--- src/rtl/rf_pkg.sv ---
// Shared register-file types: address/data widths and the writeback payload.
package rf_pkg;

    localparam int unsigned REG_AW   = 5;
    localparam int unsigned XLEN     = 32;
    localparam int unsigned NUM_REGS = 32;

    typedef logic [REG_AW-1:0] reg_addr_t;
    typedef logic [XLEN-1:0]   xdata_t;

    typedef struct packed {
        reg_addr_t rd;
        xdata_t    data;
    } wb_entry_t;

endpackage

--- src/rtl/wb_fifo.sv ---
// Small FIFO buffering ALU results ahead of the register-file write port.
module wb_fifo
    import rf_pkg::*;
#(
    parameter int unsigned DEPTH = 4
) (
    input  logic      i_clk,
    input  logic      i_rst_n,
    input  logic      i_push,
    input  wb_entry_t i_data,
    input  logic      i_pop,
    output wb_entry_t o_head,
    output logic      o_full,
    output logic      o_empty
);

    localparam int unsigned PTR_W = $clog2(DEPTH);
    localparam int unsigned CNT_W = PTR_W + 1;

    wb_entry_t        mem [DEPTH];
    logic [CNT_W-1:0] wr_ptr;
    logic [CNT_W-1:0] rd_ptr;

    // Extra pointer MSB distinguishes full from empty when the indices match.
    assign o_empty = (wr_ptr == rd_ptr);
    assign o_full  = (wr_ptr[PTR_W] != rd_ptr[PTR_W]) &&
                     (wr_ptr[PTR_W-1:0] == rd_ptr[PTR_W-1:0]);
    assign o_head  = mem[rd_ptr[PTR_W-1:0]];

    always_ff @(posedge i_clk or negedge i_rst_n) begin
        if (!i_rst_n) begin
            wr_ptr <= '0;
            rd_ptr <= '0;
        end else begin
            if (i_push) wr_ptr <= wr_ptr + CNT_W'(1);
            if (i_pop)  rd_ptr <= rd_ptr + CNT_W'(1);
        end
    end

    always_ff @(posedge i_clk) begin
        if (i_push) mem[wr_ptr[PTR_W-1:0]] <= i_data;
    end

endmodule

--- src/rtl/rf_writeback.sv ---
// Merges ALU and load results onto the single RF write port and tracks
// outstanding destination registers for issue-stage hazard stalls.
module rf_writeback
    import rf_pkg::*;
#(
    parameter int unsigned ALU_DEPTH  = 4,
    parameter int unsigned STARVE_MAX = 8,
    parameter bit          BYPASS_EN  = 1'b1
) (
    input  logic                i_clk,
    input  logic                i_rst_n,
    input  logic                i_iss_valid,
    input  logic [4:0]          i_iss_rd,
    output logic                o_iss_ready,
    input  logic [4:0]          i_rs1_raddr,
    input  logic [4:0]          i_rs2_raddr,
    output logic                o_rs1_busy,
    output logic                o_rs2_busy,
    input  logic                i_alu_valid,
    input  logic [4:0]          i_alu_rd,
    input  logic [31:0]         i_alu_data,
    output logic                o_alu_ready,
    input  logic                i_lsu_valid,
    input  logic [4:0]          i_lsu_rd,
    input  logic [31:0]         i_lsu_data,
    output logic                o_lsu_ready,
    output logic                o_rd_wen,
    output logic [4:0]          o_rd_waddr,
    output logic [31:0]         o_rd_wdata,
    output logic [31:0]         o_pend,
    output logic                o_err
);

    localparam int unsigned SW = (STARVE_MAX > 0) ? $clog2(STARVE_MAX + 1) : 1;

    wb_entry_t           alu_in;
    wb_entry_t           alu_head;
    logic                fifo_full;
    logic                fifo_empty;
    logic                alu_push;
    logic                alu_pop;
    logic                alu_force;
    logic                lsu_acc;
    logic [SW-1:0]       starve_cnt;
    logic [SW-1:0]       starve_nxt;
    logic [NUM_REGS-1:0] pend_q;
    logic [NUM_REGS-1:0] pend_nxt;
    logic                err_nxt;
    logic                wen_nxt;
    reg_addr_t           waddr_nxt;
    xdata_t              wdata_nxt;

    assign alu_in      = '{rd: i_alu_rd, data: i_alu_data};
    assign o_alu_ready = !fifo_full;
    assign alu_push    = i_alu_valid && !fifo_full;

    wb_fifo #(.DEPTH(ALU_DEPTH)) u_alu_fifo (
        .i_clk   (i_clk),
        .i_rst_n (i_rst_n),
        .i_push  (alu_push),
        .i_data  (alu_in),
        .i_pop   (alu_pop),
        .o_head  (alu_head),
        .o_full  (fifo_full),
        .o_empty (fifo_empty)
    );

    // A starved ALU head pre-empts the LSU; otherwise loads have priority.
    assign alu_force   = (starve_cnt == SW'(STARVE_MAX)) && !fifo_empty;
    assign o_lsu_ready = !alu_force;
    assign lsu_acc     = i_lsu_valid && !alu_force;
    assign alu_pop     = !fifo_empty && !lsu_acc;

    assign o_iss_ready = !pend_q[i_iss_rd];
    assign o_pend      = pend_q;
    assign o_rs1_busy  = pend_q[i_rs1_raddr] &&
                         !(BYPASS_EN && o_rd_wen && (o_rd_waddr == i_rs1_raddr));
    assign o_rs2_busy  = pend_q[i_rs2_raddr] &&
                         !(BYPASS_EN && o_rd_wen && (o_rd_waddr == i_rs2_raddr));

    always_comb begin
        wen_nxt    = 1'b0;
        waddr_nxt  = o_rd_waddr;
        wdata_nxt  = o_rd_wdata;
        starve_nxt = starve_cnt;
        pend_nxt   = pend_q;
        err_nxt    = o_err;

        // Winner selection; x0 results are consumed but never written.
        if (lsu_acc) begin
            wen_nxt   = (i_lsu_rd != '0);
            waddr_nxt = i_lsu_rd;
            wdata_nxt = i_lsu_data;
        end else if (alu_pop) begin
            wen_nxt   = (alu_head.rd != '0);
            waddr_nxt = alu_head.rd;
            wdata_nxt = alu_head.data;
        end

        if (fifo_empty || alu_pop) begin
            starve_nxt = '0;
        end else if (starve_cnt != SW'(STARVE_MAX)) begin
            starve_nxt = starve_cnt + SW'(1);
        end

        if (o_rd_wen) pend_nxt[o_rd_waddr] = 1'b0;
        if (i_iss_valid && o_iss_ready) pend_nxt[i_iss_rd] = 1'b1;
        pend_nxt[0] = 1'b0;

        // Results are checked against the scoreboard as they are accepted.
        if (lsu_acc && (i_lsu_rd != '0) && !pend_q[i_lsu_rd]) err_nxt = 1'b1;
        if (alu_push && (i_alu_rd != '0) && !pend_q[i_alu_rd]) err_nxt = 1'b1;
    end

    always_ff @(posedge i_clk or negedge i_rst_n) begin
        if (!i_rst_n) begin
            o_rd_wen   <= 1'b0;
            o_rd_waddr <= '0;
            o_rd_wdata <= '0;
            starve_cnt <= '0;
            pend_q     <= '0;
            o_err      <= 1'b0;
        end else begin
            o_rd_wen   <= wen_nxt;
            o_rd_waddr <= waddr_nxt;
            o_rd_wdata <= wdata_nxt;
            starve_cnt <= starve_nxt;
            pend_q     <= pend_nxt;
            o_err      <= err_nxt;
        end
    end

endmodule

--- config.mk ---
export PLATFORM = sky130hd
export DESIGN_NAME = rf_writeback
export DESIGN_NICKNAME = d
export VERILOG_FILES = /design/src/rtl/rf_pkg.sv /design/src/rtl/wb_fifo.sv /design/src/rtl/rf_writeback.sv
export SDC_FILE = /design/constraint.sdc
export NUM_CORES = 1
export LEC_CHECK = 0
export CAP_MARGIN = 40
export CORE_ASPECT_RATIO = 0.8
export CORE_MARGIN = 2
export CORE_UTILIZATION = 35
export DETAILED_ROUTE_END_ITERATION = 16
export DONT_BUFFER_PORTS = 1
export HOLD_SLACK_MARGIN = 0.12
export PLACE_DENSITY = 0.54
export SETUP_SLACK_MARGIN = 0.3
export SLEW_MARGIN = 20
export SYNTH_ARGS = -nofsm -noshare
export SYNTH_HDL_FRONTEND = slang
export SYNTH_SLANG_ARGS = --single-unit
--- constraint.sdc ---
create_clock -name i_clk -period 3 [get_ports i_clk]
set_clock_uncertainty 0.05 [all_clocks]
set_input_delay 0.15 -clock i_clk [delete_from_list [all_inputs] [get_ports i_clk]]
set_output_delay 0.15 -clock i_clk [all_outputs]
set_load 0.01 [all_outputs]
-- After elaboration in Yosys (flattened, before gate mapping)
Memories as Yosys holds them, arrays and structs flattened.
Cells that the tools add are included.
- flip-flop bits (word level): 80
- bits in latches: 0
- RAM bits: 148
- memory bits (read-only): 0
- memories: 1
- memory list (memory ; depth ; bits a word ; rd ports ; clocked after memory_dff ; wr ports ; RTL line ; RTL):
    u_alu_fifo.mem ; 4 ; 37 ; 1 ; 0 ; 1 ; wb_fifo.sv:20 ; wb_entry_t mem [DEPTH];
- $add $sub $neg: 3
- multiply operators: 0
- divide/modulo/power cells: 0
- $lt $le $gt $ge: 8
- eq/ne operators: 7
- shifts and indexed selects: 0
- mux-type cells: 28
- bitwise gates (word level): 3
- reductions and logical operators: 32
- operator list (kind ; number):
    $mux W32 ; 4
    $lt A5 B6 Y1 const B ; 6
    $and A32 B32 Y32 ; 1
    $not A32 Y32 ; 1
    $or A32 B32 Y32 ; 1
    $bmux W1 S5 ; 5
    $logic_and A1 B1 Y1 ; 16
    $reduce_bool A5 Y1 ; 3
    $mux W1 ; 13
    $demux W1 S5 ; 2
    $eq A5 B5 Y1 ; 2
    $ge A5 B1 Y1 const B ; 2
    $mux W5 ; 2
    $logic_not A1 Y1 ; 9
    $mux W4 ; 2
    $add A3 B1 Y3 const B ; 2
    $reduce_bool A2 Y1 ; 3
    $add A4 B1 Y4 const B ; 1
    $eq A4 B4 Y1 const B ; 1
    $ne A4 B4 Y1 const B ; 1
    $eq A3 B3 Y1 ; 1
    $eq A2 B2 Y1 ; 1
    $logic_or A1 B1 Y1 ; 1
    $ne A1 B1 Y1 ; 1

-- Logic depth before layout (Yosys ltp)
Gate-level depths: netlist of the first run.
- word-level depth: 9
- mapped depth: 9
- mapped depth without buffers: 7

-- Modules after synthesis
From an unflattened synthesis of the first run, not the netlist that was laid out.
- cell total of the unflattened synthesis: 664
- area total of the unflattened synthesis: 10481.3 µm²
- modules (own cells, without submodules) (module ; instances ; cells an instance ; area an instance (µm²)):
    wb_fifo ; 1 ; 223 ; 5672.9
    rf_writeback ; 1 ; 441 ; 4808.4

-- Least setup slack after synthesis of the first run
OpenSTA, ideal clock, no wires.
- path type: register to register
- start: reg u_alu_fifo.wr_ptr[2]
- end: mem u_alu_fifo.mem[3][0] in the netlist's numbering, enable pin
- setup time: 399 ps
- arrival: 1842 ps
- required time: 2551 ps
- setup slack: 709 ps
- cell stages (with the launch flop): 4
- period minus slack after synthesis: 2291 ps
- cell sequence: dfrtp_1 -> xnor2_1 -> nand3b_1 -> and3_1
- word-level cells in the longest chain between the ends: 6
- ends and longest elaborated chain (what ; RTL line ; RTL):
    start, declared ; wb_fifo.sv:21 ; logic [CNT_W-1:0] wr_ptr;
    start signal, assigned ; wb_fifo.sv:35 ; if (i_push) wr_ptr <= wr_ptr + CNT_W'(1);
    $ne A1 B1 Y1 ; wb_fifo.sv:26 ; assign o_full = (wr_ptr[PTR_W] != rd_ptr[PTR_W]) &&
    $logic_and A1 B1 Y1 ; wb_fifo.sv:26 ;
    $logic_not A1 Y1 ; - ;
    named net o_alu_ready ; rf_writeback.sv:22 ; output logic o_alu_ready,
    $logic_and A1 B1 Y1 ; rf_writeback.sv:55 ; assign alu_push = i_alu_valid && !fifo_full;
    $mux W1 ; wb_fifo.sv:41 ; if (i_push) mem[wr_ptr[PTR_W-1:0]] <= i_data;
    $mux W1 (implied by the code) ; wb_fifo.sv:41 ;
    end, declared ; wb_fifo.sv:20 ;
The timed path passes the listed nets, and every way through them passes these cells.

-- Worst setup path after layout of the first run
- start: reg pend_q[19], in the netlist o_pend[19]
- end: reg pend_q[18], in the netlist o_pend[18]
- word-level cells in the longest chain between the ends: 5
- ends and longest elaborated chain (what ; RTL line ; RTL):
    start, declared ; rf_writeback.sv:46 ; logic [NUM_REGS-1:0] pend_q;
    start signal, assigned ; rf_writeback.sv:128 ; pend_q <= pend_nxt;
    $bmux W1 S5 ; rf_writeback.sv:74 ; assign o_iss_ready = !pend_q[i_iss_rd];
    $mux W1 (implied by the code) ; rf_writeback.sv:74 ;
    $logic_not A1 Y1 ; rf_writeback.sv:74 ;
    $logic_and A1 B1 Y1 ; rf_writeback.sv:107 ; if (i_iss_valid && o_iss_ready) pend_nxt[i_iss_rd] = 1'b1;
    $mux W32 ; rf_writeback.sv:107 ;
    named net pend_nxt[18] ; rf_writeback.sv:47 ; logic [NUM_REGS-1:0] pend_nxt;
The timed path passes the listed nets, and every way through them passes these cells. The select of a mux whose other input is x is not followed.
A chain may end at the register's enable or synchronous reset.

==> results by group, run 1 <==
Status
  – Status: finished clean

Worst setup path
  – Crit path capture: o_pend[18]$_DFF_PN0_
  – CP arrival: 3040 ps
  – Crit path from: o_pend[19]$_DFF_PN0_
  – Crit path required time: 3390 ps
  – Critical path endpoint category: flip-flop
  – R2R Path End: o_pend[18]$_DFF_PN0_
  – Crit path max fanout: 7
  – Flop2flop setup slack: 350 ps
  – Worst-case reg-to-reg path depth: 6
  – Startpoint class of the critical path: flip-flop
  – Kind of critical path: reg -> reg
  – Worst r2r src: o_pend[19]$_DFF_PN0_

Synthesis
  – Post-synth top area share: 42.04%
  – Top_reg_cell synth: edfxtp_1
  – Main combinational cell family by area after synthesis: multiplexers
  – Syn nets: 787
  – Post-synth EDFFs: 148
  – Synth unique cells: 53
  – Yosys reg bits: 228
  – Synth area leader: edfxtp_1
  – Simple-gate share of the synthesized area: ~6.9%
  – Post-synthesis sequential area ratio: 60.97%
  – Synth area leaders: edfxtp_1, dfrtp_1, mux4_2
  – Syn. warnings: 0
  – Adder-Cell Fraction of Synth Area: 0.8284%
  – Syn_area_per_cell: 15.41 µm²
  – Async SR Flop Fraction: 35.09%
  – Complex-gate fraction of the synthesized area: under 10%
  – Post-synthesis xor/xnor area fraction: 1.574%
  – Syn Std Cell Area: 10570 µm²
  – Post-Syn Instances: between 600 and 700
  – Mux share of post-synthesis cell area: 20.97%

Final layout
  – Final nets: 877
  – Final Non-Filler Cells: 1202
  – Area grow syn2layout: 21.68%
  – Fraction of final layout cells sized beyond drive strength 1: roughly a fifth

Die
  – Core Area: 29500 µm²
  – # rows: 56
  – I/O Pins: 170
  – Chip width: 198.3 µm
  – Starting Density: between 30% and 40%
  – Total die area: approximately 32000 µm²
  – Die Y-Extent: 159.5 µm

Placement
  – Placed cells: 1059
  – # port buffers: 0
  – DP Worst Slack: 508.5 ps
  – Detailed Place HPWL: 18320 µm
  – Placer congestion estimate: roughly 0.9

Timing
  – Fmax: roughly 380 MHz
  – Final worst slack: between 300 and 400 ps
  – Tmin final: roughly 2600 ps
  – Max-slew headroom: 48.46%
  – Worst-Margin Slew: 773.1 ps
  – Share of the clock period used by the worst path: 88.29%
  – Sum Neg Setup Slack: 0 ps
  – Slew Limit Fails: 0
  – RSZ-0062 raised after global routing: false
  – Hold Fails Final Rpt: 0
  – # setup viols final: 0

Global route
  – Global-route wire length before repair: 41970 µm
  – Vias in the first global route: roughly 6900
  – Largest net degree at the start of global routing: ~80
  – Initial antenna violation count: 1
  – Grt total ovfl: 0
  – Total track usage: 17.51%

Routing
  – WL/cell: 23.06 µm
  – Pre-antenna DRT Iters: 7
  – WL final: 27720 µm
  – Routed vias/inst: 5.489
  – Total number of vias: around 6600
  – DR DRC count: 0
  – Post-route ant nets: 0
  – DR iter-0 viols: 523

Min path
  – Worst hold path class: in -> reg

Clock network
  – Worst-Skew Late Latency: 510 ps
  – CTS Buf Count: 26
  – H-tree level count: 1
  – CTS tree: yes
  – CTS sink count: 228
  – Root Driver: clkbuf_16
  – CTS clk-pin slew, worst paths: 60 ps
  – CTS Buffer Depth: 3

Pwr
  – Max VDD drop: 0.5607 mV
  – Leakage: 4.538 nW
  – Power Dens Cells: about 1000 nW/µm²
  – Power, Total: roughly 13 mW

Job
  – Max cap viols: 0
==> worst min-delay path by stage <==
| stage | startpoint | endpoint | slack [ps] | depth (start not counted) |
|---|---|---|---|---|
| after floorplan | i_rst_n | o_err$_DFFE_PN0P_ | -200 | 0 |
| after global placement | i_rst_n | o_pend[23]$_DFF_PN0_ | -190 | 0 |
| after detailed placement | i_rst_n | o_pend[22]$_DFF_PN0_ | -190 | 0 |
| after CTS | i_lsu_rd[1] | o_err$_DFFE_PN0P_ | 130 | 4 |
| after global routing | i_alu_valid | u_alu_fifo.mem[2][24]$_DFFE_PP_ | 140 | 1 |
| final | i_alu_valid | u_alu_fifo.mem[0][23]$_DFFE_PP_ | 150 | 1 |
==> layout make-up <==
class / count / area, µm²
Fill cell: 2567 / 16630
Sequential cell: 228 / 6460
Multi-Input combinational cell: 408 / 3892
Timing Repair Buffer: 105 / 1114
Clock buffer: 37 / 733.2
Tap cell: 406 / 508.0
Clock inverter: 10 / 128.9
Inverter: 7 / 26.28
Antenna cell: 1 / 2.502
==> where the power goes <==
group / internal, mW / total (mW) / switching, mW
clock: 1.95 / 3.13 / 1.18
sequential: 4.39 / 5.76 / 1.36
combinational: 1.86 / 3.66 / 1.80
total: 8.21 / 12.5 / 4.34
==> state kept, by name (all words and copies together), names as in the netlist <==
register / flops
o_rd_waddr: 5
starve_cnt: 4
u_alu_fifo.wr_ptr: 3
u_alu_fifo.mem: 148
o_pend: 31
o_rd_wdata: 32
o_err: 1
u_alu_fifo.rd_ptr: 3
o_rd_wen: 1
==> cell families after synthesis <==
| group | Yosys count |
|---|---|
| xor gates and xnor gates | 19 |
| muxes | 126 |
| buffers and inverters | 50 |
| other | 1 |
| and+or+nand+nor | 136 |
| DFF | 228 |
| adders and majority gates | 7 |
| AOI/OAI and AO/OA | 119 |
==> synth_stat cells, types with 9 or more instances <==
master    instances
dfrtp_1          80
a21oi_1          34
clkbuf_1         17
o21ai_0          42
mux4_2           69
nand3_1          12
o21ai_1          20
nand2_1          22
xor2_1           10
nand3b_1         11
nor2_1           54
mux2i_1          43
buf_2            20
xnor2_1           9
edfxtp_1        148
mux2_2            9
==> timing repair <==
action	4_1_cts	5_1_grt
endpoints found under the hold margin	304	3
hold buffers	92	1
setup endpoints to repair	0	3
resized for setup	0	9
buffers inserted	0	1
==> per-layer routing <==
metal  up-vias  wire [µm]  track usage [%]  part of all wire (%)
met3        52       2068            3.580                   7.5
met4         0        599            4.921                   2.2
met2       264      13310            28.17                    48
met5         -          0                0                     0
met1      3386      11750            24.13                    42
li1       2896          -                -                     -
==> cell usage in the layout (no fill, tap or decap), types with 3 or more instances in the layout <==
cell | Yosys | routed
edfxtp_1 | 148 | 148
dlygate4sd3_1 | 0 | 92
mux4_2 | 69 | 69
dfrtp_1 | 80 | 69
nor2_1 | 54 | 54
mux2i_1 | 43 | 43
o21ai_0 | 42 | 42
a21oi_1 | 34 | 34
clkbuf_16 | 0 | 27
nand2_1 | 22 | 22
o21ai_1 | 20 | 20
nand3_1 | 12 | 12
nand3b_1 | 11 | 11
dfrtp_2 | 0 | 11
xor2_1 | 10 | 10
mux2_2 | 9 | 9
xnor2_1 | 9 | 9
clkbuf_1 | 17 | 8
inv_1 | 7 | 7
o22ai_1 | 7 | 7
ha_1 | 7 | 7
buf_12 | 0 | 6
buf_4 | 3 | 6
mux4_1 | 5 | 5
nor2b_1 | 5 | 5
and3_2 | 1 | 5
or3_1 | 4 | 4
or3b_2 | 4 | 4
nand2b_1 | 3 | 3
o21ai_2 | 3 | 3
a31oi_1 | 3 | 3
clkinv_2 | 0 | 3
bufinv_16 | 0 | 3
==> stage by stage <==
step                      hold WS [ps]  cell area (µm²)  utilization, %
after CTS                        127.1            12810           43.44
after global routing             136.4            12860           43.61
after detailed placement        -193.8            11010           37.33
final                            145.8            12860           43.61
after floorplan                 -195.6            10570               -
after global placement          -193.1            10930           37.06
==> critical path, cell delays in order, from the launching register on <==
cell           delay, ps
dfrtp_1              530
mux4_2               530
a32oi_1              250
o211a_4              270
nand4_4              190
o21ai_2              190
dlygate4sd3_1        560
Note: power is estimated with default switching activity, not from simulation.
==> run 2, diff against run 1 <==
- CTS_BUF_LIST: unset -> sky130_fd_sc_hd__clkbuf_16
==> run 2 against run 1 <==
Against the previous run: die area unchanged; clock power fell by 3%; core utilization is 0.068 points lower.
==> results by group, run 2 (synthesis results as in run 1) <==
Status
  – Status: finished clean

Min path
  – Hold_sp: i_alu_valid
  – Hold path endpoint: u_alu_fifo.mem[0][34]$_DFFE_PP_
  – Hold Crit Depth: 1 (unchanged)
  – Worst hold path class: in -> reg

Final layout
  – Fraction of final layout cells sized beyond drive strength 1: 19.87% (-0.25 points)
  – Final nets: 877 (unchanged)
  – FF/Latch Area: 6460 µm² (unchanged)
  – Final Non-Filler Cells: 1202 (unchanged)
  – Area of the multi-input gates: 3892 µm² (unchanged)
  – Commonest non-fill, non-tap cells in the layout: edfxtp_1, dlygate4sd3_1, mux4_2, dfrtp_1, nor2_1
  – Layout fillers: 2569 (+0.078%)
  – Max reg flops: 148 (unchanged)
  – Design Area, Final: 12840 µm² (-0.16%)
  – Leading cell type in the layout, fill and taps excluded: edfxtp_1
  – Area grow syn2layout: 21.49%

Clock network
  – CTS tree: yes
  – CTS clk-pin slew, worst paths: 60 ps (about the same)
  – CTS Buf Count: 26 (unchanged)
  – H-tree level count: 1 (unchanged)
  – Worst-Skew Late Latency: 520 ps (about the same)
  – Root Driver: clkbuf_16
  – CTS Buffer Depth: 3 (unchanged)
  – CTS sink count: 228 (unchanged)

Die
  – Chip width: 198.3 µm (unchanged)
  – Starting Density: 35.84% (unchanged)
  – I/O Pins: 170 (unchanged)
  – Total die area: 31620 µm² (unchanged)
  – # rows: 56 (unchanged)
  – Die Y-Extent: 159.5 µm (unchanged)
  – Core Area: 29500 µm² (unchanged)

Placement
  – Placed cells: 1059 (unchanged)
  – Placed cell area: 11010 µm² (unchanged)
  – Detailed Place HPWL: 18320 µm (unchanged)
  – # port buffers: 0 (unchanged)
  – DP Worst Slack: 508.5 ps (unchanged)
  – Placer congestion estimate: 0.8989 (unchanged)

Timing
  – Sum Neg Setup Slack: 0 ps (unchanged)
  – # setup viols final: 0 (unchanged)
  – Max-slew headroom: 50.31% (+1.9 points)
  – Tmin final: 2637 ps (-11.78 ps)
  – Worst-Margin Slew: 745.3 ps (-27.76 ps)
  – Hold Fails Final Rpt: 0 (unchanged)
  – RSZ-0062 raised after global routing: false
  – Share of the clock period used by the worst path: 87.89% (-0.39 points)
  – Final worst slack: 363.2 ps (+11.78 ps)
  – Slew Limit Fails: 0 (unchanged)
  – Fmax: 379.2 MHz (+0.45%)

Worst setup path
  – CP max-delay cell: dlygate4sd3_1
  – CP bufs+invs: 1 (unchanged)
  – Critical path depth: 6 (unchanged)
  – CP cell instances: mux4_2 -> a32oi_1 -> o211a_4 -> nand4_4 -> o21ai_2 -> dlygate4sd3_1
  – Startpoint class of the critical path: flip-flop
  – Critical path endpoint category: flip-flop
  – CP arrival: 3030 ps (about the same)
  – Worst-case reg-to-reg path depth: 6 (unchanged)
  – Kind of critical path: reg -> reg
  – R2R Path End: o_pend[18]$_DFF_PN0_
  – Worst path max stage delay: 560 ps (about the same)
  – Crit path required time: 3400 ps (about the same)
  – Worst r2r src: o_pend[19]$_DFF_PN0_
  – Crit path max fanout: 7 (unchanged)
  – Top Family by Delay on Critical Path: compound AO/OA/AOI/OAI gates
  – Flop2flop setup slack: 360 ps (about the same)

Global route
  – Initial antenna violation count: 1 (unchanged)
  – Global route hottest layer: met2
  – Grt total ovfl: 0 (unchanged)
  – Global-route wire length before repair: 41950 µm (about the same)
  – Vias in the first global route: 6911 (-0.014%)
  – Total track usage: 17.51% (about the same)
  – Largest net degree at the start of global routing: 81 (unchanged)
  – GR met3 Demand/Resource: 3.601% (+0.021 points)
  – Met2 Use GR: 28.17% (unchanged)
  – M1 GR Usage: 24.15% (about the same)

Pwr
  – Leakage: 4.560 nW (+0.48%)
  – Internal power: 8.126 mW (-0.96%)
  – Sequential share of power: 46.2% (+0.3 points)
  – Logic pwr share: 29.3% (about the same)
  – Clk pwr share: 24.5% (-0.5 points)
  – Sw power: 4.332 mW (-0.13%)
  – Max VDD drop: 0.5596 mV (-0.19%)
  – Switching share of total power: 34.77% (+0.19 points)
  – Power Dens Cells: 969.9 nW/µm² (-0.52%)

Job
  – Max cap viols: 0 (unchanged)

Routing
  – WL/cell: 23.02 µm (-0.19%)
  – DR DRC count: 0 (unchanged)
  – Post-route ant nets: 0 (unchanged)
  – Pre-antenna DRT Iters: 5 (-2)
  – Routed vias/inst: 5.483 (-0.11%)
  – DR iter-0 viols: 559 (+6.9%)
  – WL final: 27670 µm (-0.19%)
  – Total number of vias: 6591 (-0.11%)
[run 2: power groups by stage]
| stage | clock network (mW) | logic (mW) | registers (mW) |
|---|---|---|---|
| after floorplan | 0 | 2.76 | 5.16 |
| after global placement | 0 | 3.29 | 5.74 |
| after detailed placement | 0 | 3.46 | 5.78 |
| after CTS | 3.13 | 3.68 | 5.72 |
| after global routing | 3.27 | 3.99 | 5.85 |
| final | 3.05 | 3.65 | 5.76 |
[run 2: how the worst max path moves through the flow]
| stage | start | end |
|---|---|---|
| 2_1_floorplan | u_alu_fifo.wr_ptr[2]$_DFFE_PN0P_ | u_alu_fifo.mem[3][0]$_DFFE_PP_ |
| 3_3_place_gp | u_alu_fifo.rd_ptr[0]$_DFFE_PN0P_ | o_rd_wdata[6]$_DFFE_PN0P_ |
| 3_5_place_dp | u_alu_fifo.rd_ptr[0]$_DFFE_PN0P_ | o_rd_wdata[2]$_DFFE_PN0P_ |
| 4_1_cts | o_pend[6]$_DFF_PN0_ | o_iss_ready |
| 5_1_grt | o_pend[18]$_DFF_PN0_ | o_pend[18]$_DFF_PN0_ |
| 6_report | o_pend[19]$_DFF_PN0_ | o_pend[18]$_DFF_PN0_ |
[run 2: worst reg2reg max path, stage by stage, from the launching register on]
cell	delay, ps
dfrtp_1	530
mux4_2	530
a32oi_1	250
o211a_4	270
nand4_4	190
o21ai_2	190
dlygate4sd3_1	560
[run 2: layer usage]
layer / routed length (µm) / vias to the layer above
li1: - / 2889
met1: 11490 / 3370
met2: 13370 / 284
met3: 2247 / 48
met4: 568 / 0
met5: 0 / -
[run 2: stage by stage]
stage	hold slack, ps	utilization [%]	total power, mW
6_report	147.5	43.54	12.46
5_1_grt	134.7	43.54	13.10
4_1_cts	127.1	43.37	12.53
3_5_place_dp	-193.8	37.33	9.243
3_3_place_gp	-193.1	37.06	9.029
2_1_floorplan	-195.6	-	7.925
[run 2: area by class of cell]
| cell class | count | area share, % |
|---|---|---|
| flip-flops and latches | 228 | 50.29 |
| multi-input cells | 408 | 30.30 |
| repair buffers | 105 | 8.669 |
| clock buffers | 27 | 5.260 |
| well taps | 406 | 3.955 |
| clock inverters | 20 | 1.296 |
| inverters | 7 | 0.2046 |
| diodes | 1 | 0.01948 |
[run 2: timing repair]
action,4_1_cts,5_1_grt
endpoints found under the setup margin,0,3
gates resized for setup,0,9
hold buffers,92,1
setup buffers,0,1
endpoints found under the hold margin,304,3
